===== src/rtl/uart_tx_pkg.sv =====
// Shared types and mux-select encoding for the UART transmit path.
// The TX output mux decodes the same SEL_* constants.
package uart_tx_pkg;

   typedef enum logic [2:0] {
      IDLE   = 3'd0,
      START  = 3'd1,
      DATA   = 3'd2,
      PARITY = 3'd3,
      STOP   = 3'd4
   } tx_state_e;

   localparam logic [1:0] SEL_START = 2'b00;
   localparam logic [1:0] SEL_STOP  = 2'b01;
   localparam logic [1:0] SEL_DATA  = 2'b10;
   localparam logic [1:0] SEL_PAR   = 2'b11;

   function automatic logic [1:0] sel_of(input tx_state_e st);
      logic [1:0] sel;
      case (st)
         START:   sel = SEL_START;
         DATA:    sel = SEL_DATA;
         PARITY:  sel = SEL_PAR;
         STOP:    sel = SEL_STOP;
         default: sel = SEL_STOP;
      endcase
      return sel;
   endfunction

endpackage


===== src/rtl/uart_tx_ctrl_if.sv =====
// Byte request and TX-mux control bundle between the transmit controller
// and its client and output mux.
interface uart_tx_ctrl_if #(parameter int DATA_WIDTH = 8);
   logic [DATA_WIDTH-1:0] p_data;
   logic                  data_valid;
   logic                  par_en;
   logic                  par_typ;
   logic [1:0]            mux_sel;
   logic                  ser_data;
   logic                  par_bit;
   logic                  busy;

   modport master (
      output p_data, data_valid, par_en, par_typ,
      input  mux_sel, ser_data, par_bit, busy
   );

   modport slave (
      input  p_data, data_valid, par_en, par_typ,
      output mux_sel, ser_data, par_bit, busy
   );
endinterface


===== src/rtl/uart_tx_serializer.sv =====
// LSB-first shift register with bit counter; ser_done flags the last data bit.
module uart_tx_serializer #(
   parameter int DATA_WIDTH = 8
) (
   input  logic                  clk,
   input  logic                  rst_n,
   input  logic                  load,
   input  logic                  shift_en,
   input  logic [DATA_WIDTH-1:0] p_data,
   output logic                  ser_data,
   output logic                  ser_done
);
   localparam int CNT_W = (DATA_WIDTH > 1) ? $clog2(DATA_WIDTH) : 1;
   localparam logic [CNT_W-1:0] CNT_LAST = CNT_W'(DATA_WIDTH - 1);

   logic [DATA_WIDTH-1:0] shift_r;
   logic [CNT_W-1:0]      cnt_r;

   // Load the byte on acceptance, then shift one bit per DATA cycle.
   always_ff @(posedge clk or negedge rst_n) begin
      if (!rst_n) begin
         shift_r <= {DATA_WIDTH{1'b0}};
         cnt_r   <= {CNT_W{1'b0}};
      end else if (load) begin
         shift_r <= p_data;
         cnt_r   <= {CNT_W{1'b0}};
      end else if (shift_en) begin
         shift_r <= {1'b0, shift_r[DATA_WIDTH-1:1]};
         cnt_r   <= cnt_r + CNT_W'(1);
      end else begin
         shift_r <= shift_r;
         cnt_r   <= cnt_r;
      end
   end

   assign ser_data = shift_r[0];
   assign ser_done = (cnt_r == CNT_LAST);
endmodule


===== src/rtl/uart_tx_ctrl.sv =====
// UART transmit controller: sequences start/data/parity/stop and drives the TX mux.
// Define UART_TX_BACK2BACK_EN to accept a new byte during the STOP cycle.
module uart_tx_ctrl
   import uart_tx_pkg::*;
#(
   parameter int DATA_WIDTH = 8
) (
   input  logic            clk,
   input  logic            rst_n,
   uart_tx_ctrl_if.slave   bus
);
   tx_state_e state_r;
   tx_state_e next_state_s;
   logic      accept_s;
   logic      shift_en_s;
   logic      ser_done_s;
   logic      ser_data_s;
   logic      par_en_r;
   logic      par_bit_r;
   logic [1:0] mux_sel_r;
   logic      busy_r;

   function automatic logic parity_of(input logic [DATA_WIDTH-1:0] d, input logic odd);
      return (^d) ^ odd;
   endfunction

   uart_tx_serializer #(.DATA_WIDTH(DATA_WIDTH)) u_ser (
      .clk      (clk),
      .rst_n    (rst_n),
      .load     (accept_s),
      .shift_en (shift_en_s),
      .p_data   (bus.p_data),
      .ser_data (ser_data_s),
      .ser_done (ser_done_s)
   );

   // Next-state and datapath strobes.
   always_comb begin
      next_state_s = state_r;
      accept_s     = 1'b0;
      shift_en_s   = 1'b0;
      case (state_r)
         IDLE: begin
            if (bus.data_valid) begin
               accept_s     = 1'b1;
               next_state_s = START;
            end else begin
               next_state_s = IDLE;
            end
         end
         START:  next_state_s = DATA;
         DATA: begin
            shift_en_s = 1'b1;
            if (ser_done_s) begin
               if (par_en_r) begin
                  next_state_s = PARITY;
               end else begin
                  next_state_s = STOP;
               end
            end else begin
               next_state_s = DATA;
            end
         end
         PARITY: next_state_s = STOP;
         STOP: begin
`ifdef UART_TX_BACK2BACK_EN
            if (bus.data_valid) begin
               accept_s     = 1'b1;
               next_state_s = START;
            end else begin
               next_state_s = IDLE;
            end
`else
            next_state_s = IDLE;
`endif
         end
         default: next_state_s = IDLE;
      endcase
   end

   // State plus outputs pre-decoded from the next state so they are registered.
   always_ff @(posedge clk or negedge rst_n) begin
      if (!rst_n) begin
         state_r   <= IDLE;
         mux_sel_r <= SEL_STOP;
         busy_r    <= 1'b0;
      end else begin
         state_r   <= next_state_s;
         mux_sel_r <= sel_of(next_state_s);
         busy_r    <= (next_state_s != IDLE);
      end
   end

   // Frame attributes captured at acceptance and held until the next one.
   always_ff @(posedge clk or negedge rst_n) begin
      if (!rst_n) begin
         par_en_r  <= 1'b0;
         par_bit_r <= 1'b0;
      end else if (accept_s) begin
         par_en_r  <= bus.par_en;
         par_bit_r <= parity_of(bus.p_data, bus.par_typ);
      end else begin
         par_en_r  <= par_en_r;
         par_bit_r <= par_bit_r;
      end
   end

   assign bus.mux_sel  = mux_sel_r;
   assign bus.busy     = busy_r;
   assign bus.ser_data = ser_data_s;
   assign bus.par_bit  = par_bit_r;
endmodule


===== src/flat_wrapper.sv =====
// flat-port wrapper written by rule: the top's interface ports become plain ports
module uart_tx_ctrl_flat import uart_tx_pkg::*;
#(
   parameter int DATA_WIDTH = 8
)
  (clk, rst_n, bus_p_data, bus_data_valid, bus_par_en, bus_par_typ, bus_mux_sel, bus_ser_data, bus_par_bit, bus_busy);
  uart_tx_ctrl_if #(.DATA_WIDTH(DATA_WIDTH)) bus_i ();
  input  logic clk;
  input  logic rst_n;
  input wire logic [$bits(bus_i.p_data)-1:0] bus_p_data;
  input wire logic [$bits(bus_i.data_valid)-1:0] bus_data_valid;
  input wire logic [$bits(bus_i.par_en)-1:0] bus_par_en;
  input wire logic [$bits(bus_i.par_typ)-1:0] bus_par_typ;
  output wire logic [$bits(bus_i.mux_sel)-1:0] bus_mux_sel;
  output wire logic [$bits(bus_i.ser_data)-1:0] bus_ser_data;
  output wire logic [$bits(bus_i.par_bit)-1:0] bus_par_bit;
  output wire logic [$bits(bus_i.busy)-1:0] bus_busy;
  assign bus_i.p_data = bus_p_data;
  assign bus_i.data_valid = bus_data_valid;
  assign bus_i.par_en = bus_par_en;
  assign bus_i.par_typ = bus_par_typ;
  assign bus_mux_sel = bus_i.mux_sel;
  assign bus_ser_data = bus_i.ser_data;
  assign bus_par_bit = bus_i.par_bit;
  assign bus_busy = bus_i.busy;
  uart_tx_ctrl #(.DATA_WIDTH(DATA_WIDTH)) u_core (.clk(clk), .rst_n(rst_n), .bus(bus_i));
endmodule

===== config.mk =====
export PLATFORM = sky130hd
export DESIGN_NAME = uart_tx_ctrl_flat
export DESIGN_NICKNAME = d
export VERILOG_FILES = /design/src/rtl/uart_tx_pkg.sv /design/src/rtl/uart_tx_ctrl_if.sv /design/src/rtl/uart_tx_serializer.sv /design/src/rtl/uart_tx_ctrl.sv /design/src/flat_wrapper.sv
export SDC_FILE = /design/constraint.sdc
export NUM_CORES = 1
export LEC_CHECK = 0
export BUFFER_PORTS_ARGS = -buffer_cell sky130_fd_sc_hd__buf_4
export CAP_MARGIN = 20
export CORE_UTILIZATION = 30
export CTS_CLUSTER_DIAMETER = 100
export DETAILED_ROUTE_END_ITERATION = 6
export GPL_ROUTABILITY_DRIVEN = 0
export PLACE_DENSITY = 0.46
export SYNTH_ARGS = -nofsm -noshare
export SYNTH_HDL_FRONTEND = slang
export SYNTH_HIERARCHICAL = 1
export SYNTH_SLANG_ARGS = --single-unit

===== constraint.sdc =====
create_clock -name clk -period 1.99 [get_ports clk]
set_input_delay 0 -clock clk [delete_from_list [all_inputs] [get_ports clk]]
set_output_delay 0 -clock clk [all_outputs]
set_load 0.01 [all_outputs]

==> report_table.html <==
<table>
<tr><th>Metric</th><th>Value</th></tr>
<tr><th colspan="2">Status</th></tr>
<tr><td>Status</td><td>complete, no violations</td></tr>
<tr><th colspan="2">Clock tree</th></tr>
<tr><td>Post-cts gate resize count</td><td>0</td></tr>
<tr><td>Setup bufs post-CTS</td><td>0</td></tr>
<tr><td>Clock Path Buffers</td><td>2</td></tr>
<tr><td>Number of clock sinks</td><td>19</td></tr>
<tr><td>Number of H-tree branching levels</td><td>1</td></tr>
<tr><td>Clock tree root buffer cell</td><td>sky130_fd_sc_hd__clkbuf_4</td></tr>
<tr><td>CTS tree</td><td>built</td></tr>
<tr><td>CTS clk-pin slew, worst paths</td><td>120 ps</td></tr>
<tr><td>Clock Latency Late Sink</td><td>300 ps</td></tr>
<tr><td>Number of buffers added by the clock tree synthesis step</td><td>3</td></tr>
<tr><th colspan="2">Finish</th></tr>
<tr><td>Commonest cells after routing, fill and taps aside</td><td>sky130_fd_sc_hd__buf_4, sky130_fd_sc_hd__dfrtp_1, sky130_fd_sc_hd__dlygate4sd3_1</td></tr>
<tr><td>Design Area, Final</td><td>1235 um2</td></tr>
<tr><td>Signed area change from the synthesized netlist to the final layout</td><td>33.56%</td></tr>
<tr><td>Post-layout nets</td><td>130</td></tr>
<tr><td>Filler cell count in the final layout</td><td>263</td></tr>
<tr><td>ANT cells</td><td>0</td></tr>
<tr><td>Share of final-layout standard cells stronger than drive strength 1</td><td>27.19%</td></tr>
<tr><td>Final instance count without filler cells</td><td>145</td></tr>
<tr><td>Commonest non-fill, non-tap cell in the layout</td><td>sky130_fd_sc_hd__buf_4</td></tr>
<tr><th colspan="2">Drt</th></tr>
<tr><td>DR DRC count</td><td>0</td></tr>
<tr><td>Mean number of vias per cell</td><td>4.662</td></tr>
<tr><td>Count of nets left with antenna violations after detail routing</td><td>0</td></tr>
<tr><td>Via count</td><td>676</td></tr>
<tr><td>DR iter-0 viols</td><td>5</td></tr>
<tr><td>Drt first pass iters</td><td>4</td></tr>
<tr><td>Average wire per standard cell</td><td>11.54 um</td></tr>
<tr><td>Routed wire length</td><td>1.673 mm</td></tr>
<tr><th colspan="2">Timing</th></tr>
<tr><td>Count of final max-slew check failures</td><td>0</td></tr>
<tr><td>Remaining max-slew budget at the tightest pin</td><td>69.03%</td></tr>
<tr><td>Minimum clock period</td><td>1481 ps</td></tr>
<tr><td>Clock tree skew after final layout</td><td>14.39 ps</td></tr>
<tr><td>Upper clock frequency limit</td><td>0.6751 GHz</td></tr>
<tr><td>Final Setup Violations</td><td>0</td></tr>
<tr><td>Tcrit/Tclk final</td><td>74.43%</td></tr>
<tr><td>Hold_ws</td><td>93.42 ps</td></tr>
<tr><td>RSZ-0062 raised after global routing</td><td>false</td></tr>
<tr><td>Hold Violations, Final</td><td>0</td></tr>
<tr><td>Transition time at the pin with the least slew margin</td><td>462.6 ps</td></tr>
<tr><td>Fin Setup TNS</td><td>0 ps</td></tr>
<tr><th colspan="2">Floorplanning</th></tr>
<tr><td>Die Y</td><td>57.52 um</td></tr>
<tr><td>Initial cell density of the core</td><td>32.68%</td></tr>
<tr><td>Full die area</td><td>3308 um2</td></tr>
<tr><td>Die Wd</td><td>57.52 um</td></tr>
<tr><td>Floorplan row count</td><td>19</td></tr>
<tr><td>Core area</td><td>2829 um2</td></tr>
<tr><td>Top-level I/O count</td><td>18</td></tr>
<tr><th colspan="2">Placement</th></tr>
<tr><td>Cell Count Post-Placement</td><td>130</td></tr>
<tr><td>Number of port buffers</td><td>17</td></tr>
<tr><td>Dpl cell area</td><td>1097 um2</td></tr>
<tr><td>DP Wirelength</td><td>1.148 mm</td></tr>
<tr><th colspan="2">Worst setup path</th></tr>
<tr><td>RR Startpoint</td><td>u_core/state_r[0]$_DFF_PN0_</td></tr>
<tr><td>Crit. End Element</td><td>flop</td></tr>
<tr><td>FF-to-FF path depth</td><td>4</td></tr>
<tr><td>CP startpoint kind</td><td>input pin</td></tr>
<tr><td>Endpoint of the most critical register-to-register path</td><td>u_core/u_ser/shift_r[0]$_DFFE_PN0P_</td></tr>
<tr><td>Slack of the worst reg-to-reg path</td><td>510 ps</td></tr>
<tr><td>Data arrival time of the critical path</td><td>1680 ps</td></tr>
<tr><td>Required arrival time at the worst endpoint</td><td>2190 ps</td></tr>
<tr><td>Critical Setup Path Class</td><td>input pin to flop</td></tr>
<tr><td>Crit Path Max Fanout</td><td>2</td></tr>
<tr><th colspan="2">Power and ir drop</th></tr>
<tr><td>Pwr Density</td><td>1289 nW/um2</td></tr>
<tr><td>Lkg Pwr</td><td>0.5824 nW</td></tr>
<tr><td>Worst supply voltage drop on vdd</td><td>537.3 uV</td></tr>
<tr><th colspan="2">Synth</th></tr>
<tr><td>Number of enable flip-flop cells after synthesis</td><td>0</td></tr>
<tr><td>Async set-or-reset flop fraction in the synthesized netlist</td><td>100.0%</td></tr>
<tr><td>Number of synthesized register bits</td><td>19</td></tr>
<tr><td>Sequential-to-total area share from yosys stat</td><td>51.56%</td></tr>
<tr><td>Syn_area_per_cell</td><td>11.42 um2</td></tr>
<tr><td>Number of distinct library cell variants in the gate-level netlist after synthesis</td><td>24</td></tr>
<tr><td>Synthesized instance count</td><td>81</td></tr>
<tr><td>Net count of the mapped netlist</td><td>96</td></tr>
<tr><td>Total standard cell area after synthesis</td><td>924.6 um2</td></tr>
<tr><td>Warnings from Yosys</td><td>6</td></tr>
<tr><td>Post-synth top flop</td><td>sky130_fd_sc_hd__dfrtp_1</td></tr>
<tr><th colspan="2">Global route</th></tr>
<tr><td>Largest net degree at the start of global routing</td><td>20</td></tr>
<tr><td>Vias in the first global route</td><td>706</td></tr>
<tr><td>Initial antenna violation count</td><td>0</td></tr>
<tr><td>Remaining global-route overflow</td><td>0</td></tr>
<tr><td>Wire length of the first global-routing pass</td><td>2.925 mm</td></tr>
<tr><td>GRT Total Usage</td><td>11.65%</td></tr>
<tr><th colspan="2">Worst hold path</th></tr>
<tr><td>Class of the worst hold path</td><td>input pin to asynchronous set/reset pin</td></tr>
<tr><th colspan="2">Flow run</th></tr>
<tr><td>Max capacitance violation total</td><td>0</td></tr>
</table>
## metal layers
layer | global-route usage, % | part of all wire (%) | up-vias
li1 | - | - | 338
met3 | 2.041 | 3.2 | 2
met5 | 0 | 0 | -
met1 | 12.86 | 44 | 322
met2 | 21.59 | 52 | 14
met4 | 5.226 | 0.78 | 0
## cell families (layout without fill, tap and decap cells)
kind of cell               Yosys count  in the layout  synth area share [%]
and+or+nand+nor                     23             23                 12.45
adders and majority gates            2              2                 2.706
xor gates and xnor gates             8              8                 10.01
muxes                               10             10                 11.37
AOI/OAI and AO/OA                   14             14                 8.526
DFF                                 19             19                 51.56
buffers and inverters                5             38                 3.383
## cells in the mapped netlist (2+ instances only)
master                     instances  area (um2)
sky130_fd_sc_hd__o21ai_1           6       30.03
sky130_fd_sc_hd__o21ai_0           2       10.01
sky130_fd_sc_hd__nand2_1           8       30.03
sky130_fd_sc_hd__a21oi_1           3       15.01
sky130_fd_sc_hd__dfrtp_1          18       450.4
sky130_fd_sc_hd__xnor2_1           5       43.79
sky130_fd_sc_hd__nor2_1           10       37.54
sky130_fd_sc_hd__inv_1             2       7.510
sky130_fd_sc_hd__ha_1              2       25.02
sky130_fd_sc_hd__mux2i_1           9       90.09
sky130_fd_sc_hd__nand2b_1          3       18.77
## timing repair
action	in CTS	in global routing
hold buffers	11	0
setup endpoints to repair	0	0
hold endpoints to repair	29	0
## critical path: stages
cell and delay (ps):
sky130_fd_sc_hd__dlygate4sd3_1 540, sky130_fd_sc_hd__buf_4 140, sky130_fd_sc_hd__xnor2_1 140, sky130_fd_sc_hd__xnor3_2 430
sky130_fd_sc_hd__xnor2_1 160, sky130_fd_sc_hd__mux2_4 260
## worst max path at each step
stage | slack, ps | cells after the start | endpoint | from
floorplan | 610 | 5 | u_core/u_ser/shift_r[4]$_DFFE_PN0P_ | u_core/state_r[0]$_DFF_PN0_
CTS | 500 | 4 | u_core/u_ser/shift_r[0]$_DFFE_PN0P_ | u_core/state_r[0]$_DFF_PN0_
detailed placement | 520 | 4 | u_core/u_ser/shift_r[0]$_DFFE_PN0P_ | u_core/state_r[0]$_DFF_PN0_
global route | 400 | 4 | u_core/u_ser/shift_r[0]$_DFFE_PN0P_ | u_core/state_r[0]$_DFF_PN0_
finish | 510 | 6 | u_core/bus.par_bit$_DFFE_PN0P_ | bus_p_data[2]
global placement | 550 | 5 | u_core/u_ser/shift_r[1]$_DFFE_PN0P_ | u_core/state_r[2]$_DFF_PN0_
## power by group
part | switching, mW | internal [mW]
logic | 0.325 | 0.382
clock network | 0.121 | 0.0747
registers | 0.119 | 0.570
## registers in the layout, indices dropped and copies added (netlist names)
| register | count |
|---|---|
| u_core/bus.mux_sel | 2 |
| u_core/state_r | 3 |
| u_core/bus.busy | 1 |
| u_core/u_ser/cnt_r | 3 |
| u_core/bus.par_bit | 1 |
| u_core/u_ser/shift_r | 8 |
| u_core/par_en_r | 1 |
## final cells by class
type                            count  area, um2  share of cell area, %
Tap cell                           31      38.79                  3.141
Sequential cell                    19      476.7                  38.60
Multi-Input combinational cell     57      416.7                  33.74
Clock buffer                        3      22.52                  1.824
Clock inverter                      1      5.005                 0.4053
Timing Repair Buffer               32      267.8                  21.68
Inverter                            2      7.507                 0.6079
## metrics by stage
step | worst slack, ps | utilization, % | total power, mW
6_report | 508.8 | 43.65 | 1.591
5_1_grt | 400.2 | 43.65 | 1.727
4_1_cts | 495.2 | 43.65 | 1.615
3_5_place_dp | 522.9 | 38.79 | 1.394
3_3_place_gp | 545.7 | 38.79 | 1.392
2_1_floorplan | 606.3 | - | 1.179
Note: power is estimated with default switching activity, not from simulation.
